===== config.mk =====
export PLATFORM = sky130hd
export DESIGN_NAME = router_pkt_tx
export DESIGN_NICKNAME = d
export VERILOG_FILES = /design/src/rtl/router_pkt_tx.sv
export SDC_FILE = /design/constraint.sdc
export NUM_CORES = 1
export LEC_CHECK = 0
export ABC_AREA = 1
export CAP_MARGIN = 20
export CORE_MARGIN = 5
export CORE_UTILIZATION = 35
export CTS_BUF_LIST = sky130_fd_sc_hd__clkbuf_2 sky130_fd_sc_hd__clkbuf_4 sky130_fd_sc_hd__clkbuf_8
export DETAILED_ROUTE_END_ITERATION = 6
export PLACE_DENSITY = 0.46
export SLEW_MARGIN = 20
export SYNTH_ARGS = -nofsm -noshare
export SYNTH_HDL_FRONTEND = slang
export SYNTH_SLANG_ARGS = --single-unit

===== constraint.sdc =====
create_clock -name clk -period 6.4 [get_ports clk]
set_input_delay 0.96 -clock clk [delete_from_list [all_inputs] [get_ports clk]]
set_output_delay 0.96 -clock clk [all_outputs]
set_load 0.005 [all_outputs]

===== src/rtl/router_pkt_tx.sv =====
// router_pkt_tx: packet source for the router input port.
// Buffers payload bytes, then sends header, payload and parity.
module router_pkt_tx #(
    parameter int MAX_LEN = 63
) (
    input  logic       clk,
    input  logic       reset,
    input  logic       wr_en,
    input  logic [7:0] wr_data,
    input  logic       start,
    input  logic [1:0] dest_addr,
    input  logic       busy,
    output logic       pkt_valid,
    output logic [7:0] data_out,
    output logic       ready,
    output logic       done,
    output logic       err,
    output logic [5:0] count
);

    typedef enum logic [2:0] {
        IDLE,
        HEADER,
        PAYLOAD,
        PARITY,
        GAP
    } state_t;

    state_t     state_q, state_d;
    logic [5:0] count_q, count_d;
    logic [5:0] len_q, len_d;
    logic [5:0] ptr_q, ptr_d;
    logic [7:0] parity_q, parity_d;
    logic [7:0] data_q, data_d;
    logic       valid_q, valid_d;
    logic       err_q, err_d;
    logic       wr_fire;
    logic [7:0] mem_q [64];

    // Next-state, buffer-write and byte-sequencing logic
    always_comb begin
        state_d  = state_q;
        count_d  = count_q;
        len_d    = len_q;
        ptr_d    = ptr_q;
        parity_d = parity_q;
        data_d   = data_q;
        valid_d  = valid_q;
        err_d    = 1'b0;
        wr_fire  = 1'b0;
        unique case (state_q)
            IDLE: begin
                if (start) begin
                    if (count_q == 6'd0 || dest_addr == 2'd3) begin
                        err_d = 1'b1;
                    end else begin
                        len_d    = count_q;
                        data_d   = {count_q, dest_addr};
                        parity_d = {count_q, dest_addr};
                        valid_d  = 1'b1;
                        ptr_d    = 6'd0;
                        state_d  = HEADER;
                    end
                end else if (wr_en && count_q < 6'(MAX_LEN)) begin
                    wr_fire = 1'b1;
                    count_d = count_q + 6'd1;
                end
            end
            HEADER: begin
                if (!busy) begin
                    data_d   = mem_q[0];
                    parity_d = parity_q ^ mem_q[0];
                    ptr_d    = 6'd1;
                    state_d  = PAYLOAD;
                end
            end
            PAYLOAD: begin
                if (!busy) begin
                    if (ptr_q < len_q) begin
                        data_d   = mem_q[ptr_q];
                        parity_d = parity_q ^ mem_q[ptr_q];
                        ptr_d    = ptr_q + 6'd1;
                    end else begin
                        data_d  = parity_q;
                        valid_d = 1'b0;
                        state_d = PARITY;
                    end
                end
            end
            PARITY: begin
                if (!busy) begin
                    data_d  = 8'h00;
                    count_d = 6'd0;
                    state_d = GAP;
                end
            end
            GAP: begin
                state_d = IDLE;
            end
            default: begin
                state_d = IDLE;
            end
        endcase
    end

    // Control and bus registers, cleared asynchronously
    always_ff @(posedge clk or posedge reset) begin
        if (reset) begin
            state_q  <= IDLE;
            count_q  <= 6'd0;
            len_q    <= 6'd0;
            ptr_q    <= 6'd0;
            parity_q <= 8'h00;
            data_q   <= 8'h00;
            valid_q  <= 1'b0;
            err_q    <= 1'b0;
        end else begin
            state_q  <= state_d;
            count_q  <= count_d;
            len_q    <= len_d;
            ptr_q    <= ptr_d;
            parity_q <= parity_d;
            data_q   <= data_d;
            valid_q  <= valid_d;
            err_q    <= err_d;
        end
    end

    // Payload storage; contents need no reset
    always_ff @(posedge clk) begin
        if (wr_fire) begin
            mem_q[count_q] <= wr_data;
        end
    end

    assign pkt_valid = valid_q;
    assign data_out  = data_q;
    assign ready     = (state_q == IDLE);
    assign done      = (state_q == GAP);
    assign err       = err_q;
    assign count     = count_q;

endmodule


After elaboration in Yosys (flattened, before gate mapping)
Memories as Yosys holds them, arrays and structs flattened.
Index checks and enable logic that the tools add are counted.
{"block": "classes", "reduce_logical": 14, "mux": 41, "multipliers": 0, "bitwise": 3, "add_sub_neg": 2, "n_shift": 0, "n_lt_le_gt_ge": 2, "n_eq_ne": 14, "div_mod_pow": 0}
{"operator": "8-bit two-way mux", "count": 9}
{"operator": "6-bit two-way mux", "count": 8}
{"operator": "8-bit case mux with 4 select lines", "count": 1}
{"operator": "8-bit case mux with 3 select lines", "count": 1}
{"operator": "3-bit two-way mux", "count": 6}
{"operator": "6-bit case mux with 3 select lines", "count": 1}
{"operator": "6-bit AND reduction", "count": 3}
{"operator": "2-bit inequality test, second input constant", "count": 8}
{"operator": "8-bit bitwise XOR", "count": 2}
{"operator": "6-bit by 1-bit adder with 6-bit output, second input constant", "count": 2}
{"operator": "1-bit two-way mux", "count": 12}
{"operator": "3-bit case mux with 4 select lines", "count": 1}
{"operator": "6-bit case mux with 2 select lines", "count": 1}
{"operator": "3-bit by 2-bit == test with 1-bit output, second input constant", "count": 2}
{"operator": "6-bit zero test", "count": 1}
{"operator": "6-bit less-than comparator", "count": 1}
{"operator": "6-bit less-than comparator, second input constant", "count": 1}
{"operator": "5-bit AND reduction", "count": 1}
{"operator": "4-bit AND reduction", "count": 1}
{"operator": "2-bit nonzero test", "count": 2}
{"operator": "4-bit nonzero test", "count": 1}
{"operator": "3-bit by 1-bit == test with 1-bit output, second input constant", "count": 1}
{"operator": "3-bit == test, second input constant", "count": 1}
{"operator": "3-bit zero test", "count": 1}
{"operator": "other kinds (8)", "count": 8}
{"block": "word_totals", "latch_bits": 0, "romBits": 0, "word_cells": 85, "regBits": 39, "out_inout_bits": 18, "n_memories": 1, "in_bits": 15, "mem_bits_rw": 512}
{"name": "mem_q", "depth": 64, "width": 8, "rd": 2, "rd_ports_with_merged_regs": 0, "wr": 1, "line_no": "38", "text": "logic [7:0] mem_q [64];"}

Logic depth before layout (Yosys ltp)
{"block": "depth", "ltp_word": 7, "depth_mapped": 16, "mapped_depth_nobuf": 15}

Worst setup path before layout
Ideal clock, no wire load.
{"block": "synth_timing", "kind": "in2reg", "startpoint": "input wr_en", "endpoint": "memory mem_q[12][0], enable pin", "path_slack_ps": 4106, "stages": 6, "required_time_ps": 6030, "arrival_time_ps": 1924, "cell_sequence": "nand3_1 nor2_2 nand2_1 inv_2 nand2_1 nor2_1"}
{"block": "synth_via", "elab_chain_cells": 6}
{"element": "start: declaration", "line_no": "8", "text": "input logic wr_en,"}
{"element": "1-bit logical AND", "line_no": "64", "text": "end else if (wr_en && count_q < 6'(MAX_LEN)) begin"}
{"element": "1-bit two-way mux", "line_no": "64"}
{"element": "1-bit two-way mux", "line_no": "53", "text": "if (start) begin"}
{"element": "1-bit two-way mux", "line_no": "51", "text": "unique case (state_q)"}
{"element": "1-bit two-way mux", "line_no": "131", "text": "if (wr_fire) begin"}
{"element": "1-bit two-way mux (implied by the code)", "line_no": "132", "text": "mem_q[count_q] <= wr_data;"}
{"element": "end: declaration", "line_no": "38"}
Every way passes these cells.

Worst setup path after layout
{"block": "layout_timing", "startpoint": "register ptr_q[0]", "endpoint": "register data_q[3], in the netlist data_out[3]"}
{"block": "layout_via", "elab_chain_cells": 4}
{"element": "start: declaration", "line_no": "32", "text": "logic [5:0] ptr_q, ptr_d;"}
{"element": "start signal: assignment", "line_no": "121", "text": "ptr_q <= ptr_d;"}
{"element": "memory read 64 x 8 bit or 6-bit less-than comparator (tied branches)"}
{"element": "8-bit two-way mux (*)", "line_no": "79", "text": "if (ptr_q < len_q) begin"}
{"element": "8-bit two-way mux (*)", "line_no": "78", "text": "if (!busy) begin"}
{"element": "8-bit case mux with 4 select lines (*)", "line_no": "51"}
{"element": "end signal: assignment", "line_no": "123", "text": "data_q <= data_d;"}
{"element": "end: declaration", "line_no": "34", "text": "logic [7:0] data_q, data_d;"}
Mark *: on every way between the ends. The rest lies on a longest branch, timed or not. The select of a mux whose other input is x is not followed.
A chain may end at the register's enable or synchronous reset.

==> impl_metrics.yaml <==
outcome:
  status: "complete, no violations"
global_route:
  grt_max_degree: 103
  track_usage: 0.193
  gr-total-overflow: 0
  grt_pass1_wl_um: 114000
  grt_pass1_vias: 18000
  antenna_found_initial: 1
worst_setup_path:
  reg2regPathDepth: 13
  r2r_end: "data_out[3]"
  critPathLaunchType: "flop"
  rr_startpoint: "ptr_q[0]"
  cp_max_fo: 102
  cp.required_ns: 6.98
  arrival_ns: 4.30
  path_class: "flop to flop"
  cp-end-kind: "flop"
  reg2reg_slack_ns: 2.69
synth:
  ys_top_cells_by_area: "edfxtp_1, nand2_1, nand3_1"
  synth_top_cell_by_area: "edfxtp_1"
  synthesis.area_mm2: 0.0256
  yosysSeqAreaShare: 0.639
  synth.ff_latch_count: 551
  ys_warn_count: 0
  synth.avg_cell_area_um2: 9.64
  synthFlopType: "edfxtp_1"
  synth_cell_types: 37
  synth_top_area_share: 0.601
  synth_edf_count: 512
  postSynthCellCount: 2654
  async_flop_share: 0.0708
  syn-num-nets: 2677
clocking:
  cts_hold_buf: 0
  clock_path_buffers: 3
  cts_resized: 0
  post-cts-setup-buffers: 0
  cts.clk_slew.worst_paths_ns: 0.06
  root_buffer: "clkbuf_8"
  insertion_delay_ns: 0.70
  numClockSinks: 551
  cts-buffers-inserted: 94
  cts_tree: "done"
  htreeDepth: 3
sta:
  clock_skew_ns: 0.0296
  fin_tns_setup_ns: 0
  setup_viol: 0
  fin_ws_ns: 2.69
  worst_slew_pin_slew_ns: 1.11
  slew_headroom: 0.256
  rsz0062_at_grt: "no"
  fin_crit_sh: 0.580
  period_needed_ns: 3.71
  slew_violations: 0
  fmax_ghz: 0.269
  hold_violations: 0
  holdWs_ns: 0.475
floorplanning:
  die_area_mm2: 0.0786
  die_y_um: 280
  num_rows: 99
  start_util: 0.352
  die_x_um: 280
  core_area_mm2: 0.0727
  io_pins: 33
drt:
  drc: 0
  vias: 18300
  post_drt_wl_per_cell_um: 20.7
  via_per_inst: 4.93
  first_pass_iters: 7
  drt_wl_total_um: 76700
  detail-route-antenna-nets: 0
  dr.first_iter.drc_count: 1702
final_layout:
  fin_area_mm2: 0.0285
  syn_to_final_growth_pct: 11.3
  drive_gt1_frac: 0.0912
  final_nets: 2703
  final_cell_mix: "nand2_1, nand3_1, edfxtp_1"
  final_common_cell: "nand2_1"
worst_hold_path:
  holdCritPathClass: "flop to flop"
  hp-start: "pkt_valid"
  holdPathStages: 2
  min_to: "pkt_valid"
power:
  power_mw: 11.0
  power_density_mw_per_mm2: 387
  p_leak_nw: 12.0
  ir_worst_vdd_uv: 254
place:
  place_congestion: 0.879
  post_dp_cell_area_mm2: 0.0266
  dp_slack_ns: 2.41
  dpl.hpwl_um: 46600
  io_buffers: 32
job:
  max_cap_violations: 0
## worst max path at each step
stage,cells past startpoint,slack [ns],startpoint,endpoint
floorplan,6,4.11,wr_en,mem_q[12][0]
global placement,5,2.32,wr_en,mem_q[35][3]
detailed placement,5,2.41,wr_en,mem_q[53][6]
CTS,13,2.70,ptr_q[0],data_out[4]
global route,13,2.45,ptr_q[0],data_out[3]
finish,13,2.69,ptr_q[0],data_out[3]
## sequential cells by signal, indices dropped and copies added, names as in the netlist
| name | cells |
|---|---|
| len_q | 6 |
| parity_q | 8 |
| state_q | 3 |
| data_out | 8 |
| mem_q | 512 |
| pkt_valid | 1 |
| ptr_q | 6 |
| count | 6 |
| err | 1 |
## cell usage after synthesis (4+ instances only)
cell type  count
or2_1          8
inv_1        461
o21ai_2        7
ha_1           8
nand3_1      531
clkinv_1       4
nand2_1      715
nand2_2        6
nor2_2         4
nand4_1        4
xor2_1         4
buf_2         70
buf_6         14
o211ai_1      14
o21ai_0       22
edfxtp_1     512
inv_2         10
clkbuf_1      18
dfrtp_1       39
a21oi_1       27
or2_2         30
buf_1         22
nor2_1       101
## stage by stage
stage | util | instances
after detailed placement | 0.366 | 3543
after CTS | 0.392 | 3711
after floorplan | - | 2654
after global routing | 0.392 | 3712
after global placement | 0.366 | 3542
final | 0.392 | 3712
## metal layers
metal  global-route usage  part of all wire  vias up  wire length [um]
met3               0.0318             0.051      122              3940
met4               0.0613             0.030        0              2310
li1                     -                 -     8696                 -
met5                    0                 0        -                 0
met1                0.269              0.45     8961             34800
met2                0.311              0.46      517             35600
## report_power, final
group          internal, mW  switching (mW)  total [mW]
clock                  1.75            1.45        3.21
sequential             4.07           0.190        4.26
combinational          1.04            2.51        3.55
## layout make-up
class                   instances  area, um^2
fillers                      7260       44200
repair buffers                 58         483
clock buffers                 126        1580
clock inverters                42         290
multi-input cells            1500        6780
flip-flops and latches        551       16400
inverters                     475        1790
diodes                          1        2.50
well taps                     959        1200
## logic make-up after synthesis
logic type | Yosys count | share of synthesized area
simple gates | 1407 | 0.239
fa+ha+maj | 8 | 0.00391
flops | 551 | 0.639
xor+xnor | 4 | 0.00137
compound gates | 81 | 0.0203
buf+inv | 603 | 0.0963
## critical path, cell delays in order, from the launching register on
cell and delay (ns):
dfrtp_4 0.70, inv_6 0.72, buf_4 0.56, nand2_1 0.10, nand3_1 0.09, nand3_1 0.17, nand3_1 0.19, nand2_1 0.08
nand2_1 0.06, nand3_1 0.28, nand3_1 0.19, o211ai_1 0.20, nand2_1 0.12, nand2_1 0.05
No activity file was read; power rests on OpenSTA's default activity.
